--- src/rtl/apb_slave_mem.sv ---
// APB4 completer backed by a DEPTH x 32-bit register memory with PSTRB lane writes.
// Optional macro APB_SLV_WAIT_EN enables the WAIT_STATES access-phase counter.
module apb_slave_mem #(
  parameter int unsigned DEPTH       = 16,
  parameter int unsigned ADDR_W      = 32,
  parameter int unsigned WAIT_STATES = 0
) (
  input  logic              PCLK,
  input  logic              PRESETn,
  input  logic              PSEL,
  input  logic              PENABLE,
  input  logic              PWRITE,
  input  logic [ADDR_W-1:0] PADDR,
  input  logic [31:0]       PWDATA,
  input  logic [3:0]        PSTRB,
  output logic              PREADY,
  output logic [31:0]       PRDATA,
  output logic              PSLVERR
);

  localparam int unsigned DATA_W = 32;
  localparam int unsigned STRB_W = 4;
  localparam int unsigned CNT_W  = 4;
  localparam int unsigned ROW_W  = ADDR_W - 2;
  localparam int unsigned IDX_W  = (DEPTH > 1) ? $clog2(DEPTH) : 1;
  localparam logic [ROW_W-1:0] DEPTH_ROW = ROW_W'(DEPTH);

  typedef enum logic {IDLE = 1'b0, ACCESS = 1'b1} state_t;

  state_t              state_q, state_d;
  logic                capture_c;
  logic                access_c;
  logic                cnt_zero_c;
  logic                done_c;
  logic                err_c;
  logic                write_q;
  logic [ADDR_W-1:0]   addr_q;
  logic [DATA_W-1:0]   wdata_q;
  logic [STRB_W-1:0]   strb_q;
  logic [ROW_W-1:0]    row_c;
  logic [IDX_W-1:0]    idx_c;
  logic [DATA_W-1:0]   mem [DEPTH];

  // Decode uses the captured address so mid-access bus changes are ignored
  assign row_c    = addr_q[ADDR_W-1:2];
  assign idx_c    = addr_q[IDX_W+1:2];
  assign err_c    = (addr_q[1:0] != 2'b00) || (row_c >= DEPTH_ROW);
  assign access_c = (state_q == ACCESS) && PSEL && PENABLE;
  assign done_c   = access_c && cnt_zero_c;

`ifdef APB_SLV_WAIT_EN
  logic [CNT_W-1:0] cnt_q;

  assign cnt_zero_c = (cnt_q == '0);

  always_ff @(posedge PCLK or negedge PRESETn) begin
    if (!PRESETn) begin
      cnt_q <= '0;
    end else if (capture_c) begin
      cnt_q <= CNT_W'(WAIT_STATES);
    end else if (access_c && !cnt_zero_c) begin
      cnt_q <= cnt_q - CNT_W'(1);
    end
  end
`else
  logic [CNT_W-1:0] unused_wait_states;

  assign unused_wait_states = CNT_W'(WAIT_STATES);
  assign cnt_zero_c         = 1'b1;
`endif

  // State register
  always_ff @(posedge PCLK or negedge PRESETn) begin
    if (!PRESETn) begin
      state_q <= IDLE;
    end else begin
      state_q <= state_d;
    end
  end

  // Next state; a setup phase in ACCESS restarts the transfer
  always_comb begin
    state_d   = state_q;
    capture_c = 1'b0;
    case (state_q)
      IDLE: begin
        if (PSEL && !PENABLE) begin
          capture_c = 1'b1;
          state_d   = ACCESS;
        end
      end
      ACCESS: begin
        if (!PSEL) begin
          state_d = IDLE;
        end else if (!PENABLE) begin
          capture_c = 1'b1;
        end else if (cnt_zero_c) begin
          state_d = IDLE;
        end
      end
      default: state_d = IDLE;
    endcase
  end

  // Bus responses, only meaningful in the completing cycle
  always_comb begin
    PREADY  = done_c;
    PSLVERR = done_c && err_c;
    PRDATA  = '0;
    if (done_c && !write_q && !err_c) begin
      PRDATA = mem[idx_c];
    end
  end

  // Setup-phase capture of the transfer fields
  always_ff @(posedge PCLK or negedge PRESETn) begin
    if (!PRESETn) begin
      write_q <= 1'b0;
      addr_q  <= '0;
      wdata_q <= '0;
      strb_q  <= '0;
    end else if (capture_c) begin
      write_q <= PWRITE;
      addr_q  <= PADDR;
      wdata_q <= PWDATA;
      strb_q  <= PSTRB;
    end
  end

  // Byte-lane memory write on the completing edge of a valid write
  always_ff @(posedge PCLK or negedge PRESETn) begin
    if (!PRESETn) begin
      for (int unsigned i = 0; i < DEPTH; i++) begin
        mem[i] <= '0;
      end
    end else if (done_c && write_q && !err_c) begin
      for (int unsigned b = 0; b < STRB_W; b++) begin
        if (strb_q[b]) begin
          mem[idx_c][8*b +: 8] <= wdata_q[8*b +: 8];
        end
      end
    end
  end

endmodule
--- config.mk ---
export PLATFORM = sky130hd
export DESIGN_NAME = apb_slave_mem
export DESIGN_NICKNAME = d
export VERILOG_FILES = /design/src/rtl/apb_slave_mem.sv
export SDC_FILE = /design/constraint.sdc
export NUM_CORES = 1
export LEC_CHECK = 0
export BUFFER_PORTS_ARGS = -buffer_cell sky130_fd_sc_hd__buf_4
export CAP_MARGIN = 20
export CELL_PAD_IN_SITES_DETAIL_PLACEMENT = 1
export CELL_PAD_IN_SITES_GLOBAL_PLACEMENT = 1
export CORE_ASPECT_RATIO = 0.7
export CORE_MARGIN = 2
export CORE_UTILIZATION = 30
export CTS_BUF_LIST = sky130_fd_sc_hd__clkbuf_2
export CTS_CLUSTER_DIAMETER = 50
export DETAILED_ROUTE_END_ITERATION = 12
export PLACE_DENSITY_LB_ADDON = 0.1
export SLEW_MARGIN = 20
export SYNTH_ARGS = -nofsm -noshare
export SYNTH_HDL_FRONTEND = slang
export SYNTH_SLANG_ARGS = --single-unit
--- constraint.sdc ---
create_clock -name PCLK -period 8.66 [get_ports PCLK]
set_input_delay 0.433 -clock PCLK [delete_from_list [all_inputs] [get_ports PCLK]]
set_output_delay 0.433 -clock PCLK [all_outputs]
set_load 0.02 [all_outputs]
==> results.cfg <==
[pwr]
p_sw_mw = 1.614
power_density_nw_per_um2 = 168.5
p_comb_frac = 0.099
p_leak_nw = 15.24
switching_share = 0.2993
ir_drop_uv = 112.4
seqPwrFrac = 0.542
internal_power_mw = 3.777
pwr-share-clk = 0.359

[synthesis]
synthesis.area_um2 = 26420
synth_common_cells = 582 x dfrtp_1, 565 x mux2_2, 128 x mux4_2, 67 x clkbuf_1, 64 x a22oi_1
synth_most_common_cell = dfrtp_1
yosysTopAreaCellShare = 0.5513
ys_async_sr_fraction = 1.000
synthFlopType = dfrtp_1
synthCells = 1655
yosys.area.top_type = dfrtp_1
syn_nets = 1728
ys_top_cells_by_area = dfrtp_1 55%, mux2_2 24%, mux4_2 11%, a22oi_1 1.8%, nor3_4 1.7%
syn_avg_cell_area_um2 = 15.96
ys_types = 29
yosysWarnings = 0
synth_edf_count = 0
synth-seq-area-share = 0.5513
synth-seq-cells = 582

[clock_network]
post_cts_resized = 0
cts-root-buf = clkbuf_2
cts_buffers = 159
clkSlewWorstSetupHoldPaths_ps = 100
clock_latency_ps = 1390
cts_buffer_depth = 3
cts-hold-fix-buffers = 212
cts.sinks = 582
cts_tree = done
h-tree-depth = 4
post_cts_buffers = 0

[sta]
fmax_mhz = 196.2
period_needed_ps = 5097
tightest_slew_ps = 1189
fin_crit_sh = 0.5885
slew_viol_final = 0
setup_tns_ps = 0
hold_ws_ps = 292.5
hold_viol_final = 0
maxSlewHeadroom = 0.2030
setup_viol = 0
fin_skew_ps = 80.75
rsz0062_at_grt = no

[drt]
drt_first_pass_iters = 4
wire_per_inst_um = 22.48
antenna_left = 0
first_iter_violations = 726
drcViolationCount = 0
totalWireLength_um = 74440
vias = 16310
viasPerCell = 4.925

[placed_design]
dp_hpwl_um = 43700
io_buffers = 106
placedCellCount = 2831
place_area_um2 = 28490
gp_congestion = 0.6775

[floorplan]
die_area_um2 = 90490
io_pins = 107
start_util = 0.3013
die_h_um = 252.3
core_um2 = 87670
rows = 91
die_x_um = 358.7

[critical_path]
crit_slowest_cell = buf_4
cp-start-kind = register
crit_buf_inv = 3
crit_path_max_fanout = 95
required_ps = 8230
crit_top_cell = buf_4
crit_path_cell_trace = buf_12 > buf_4 > mux4_2 > a22oi_1 > a21oi_1 > buf_4
end_kind = output port
critPathKind = reg -> out
crit_path_max_incr_delay_ps = 820
cp.arrival_ps = 4660
crit_family = buffers and inverters

[status]
outcome = completed

[layout]
stdcell_count = 3312
fill_cells = 9092
fin_nets = 2116
drive_gt1_frac = 0.5366
final_area_um2 = 31990
syn_to_final_growth_pct = 21.09

[global_routing]
grt_pass1_vias = 18740
grt_max_degree = 166
grt_overflow = 0
grt_first_pass_wirelength_um = 116900
grt_usage = 0.1720
antenna_found_initial = 6

[run]
cap_violations = 0

[hold_path]
worstHoldPathType = in -> async
## routing by layer
layer	GRT usage	share of wire	up-vias
met5	0	0	-
met2	0.2623	0.46	245
met1	0.2417	0.48	8809
met4	0.06690	0.021	0
li1	-	-	7154
met3	0.03242	0.032	105
## cell type report
class	count	area, µm²	share of cell area
Timing Repair Buffer	344	3188	0.09965
Inverter	1	3.754	0.0001173
Clock inverter	25	128.9	0.004028
Tap cell	1162	1454	0.04545
Antenna cell	3	7.507	0.0002347
Multi-Input combinational cell	955	11440	0.3575
Clock buffer	240	1201	0.03755
Sequential cell	582	14570	0.4555
## final timing paths
check | start | to | slack [ps] | depth (start not counted)
worst max register to register | addr_q[30] | mem[454] | 4900 | 5
worst min register to register | mem[88] | mem[88] | 510 | 1
worst max-delay path | addr_q[2] | PRDATA[16] | 3560 | 6
min in group PCLK | PADDR[2] | addr_q[2] | 450 | 4
worst min-delay path | PRESETn | mem[384] | 290 | 4
max in group asynchronous | PRESETn | mem[362] | 7090 | 5
## worst register-to-register path, stage by stage, from the launching register on
cell and delay [ps]:
dfrtp_1 400, or4_1 620, or4_4 660, buf_4 460
nor3_2 1010, mux2_2 440
## cells in the final DEF (no fill, tap or decap), drive strengths merged, types with 2 or more instances in the layout
master and count:
and4b 4, buf 133, a21oi 32, mux4 128, clkbuf 240, diode 3, a22oi 64, clkinv 21
dlygate4sd3 211, nor4b 4, nand2 48, nor2b 3, inv 3, mux2 581, nor4bb 6, nor2 3
nor4 6, nand4 18, dfrtp 582, or4 5, nor3 48, and4 2
## cells by family (layout without fill, tap and decap cells)
family | after synthesis | count (layout) | synth area share
flops | 582 | 582 | 0.5513
compound gates | 96 | 96 | 0.02425
other cells | 0 | 3 | 0
mux | 709 | 709 | 0.3590
buf+inv | 118 | 610 | 0.01861
simple gates | 150 | 150 | 0.04684
## metrics by stage
step | total power [mW] | worst slack [ps] | utilization
6_report | 5.391 | 3563 | 0.3649
5_1_grt | 5.755 | 3051 | 0.3649
4_1_cts | 5.542 | 3130 | 0.3645
3_5_place_dp | 3.407 | 4823 | 0.3249
3_3_place_gp | 3.398 | 4834 | 0.3247
2_1_floorplan | 3.157 | 5729 | -
## power groups by stage
| stage | Clock (mW) | Sequential, mW | Combinational, mW |
|---|---|---|---|
| after detailed placement | 0 | 2.98 | 0.429 |
| after floorplan | 0 | 2.85 | 0.305 |
| after global placement | 0 | 2.97 | 0.427 |
| after CTS | 2.07 | 2.92 | 0.548 |
| after global routing | 2.22 | 2.95 | 0.585 |
| final | 1.93 | 2.92 | 0.535 |
## state kept, by name, summed over array words and instances, names as in the netlist
name     flops
addr_q      32
mem        512
state_q      1
strb_q       4
wdata_q     32
write_q      1
Note: power is estimated with default switching activity, not from simulation.
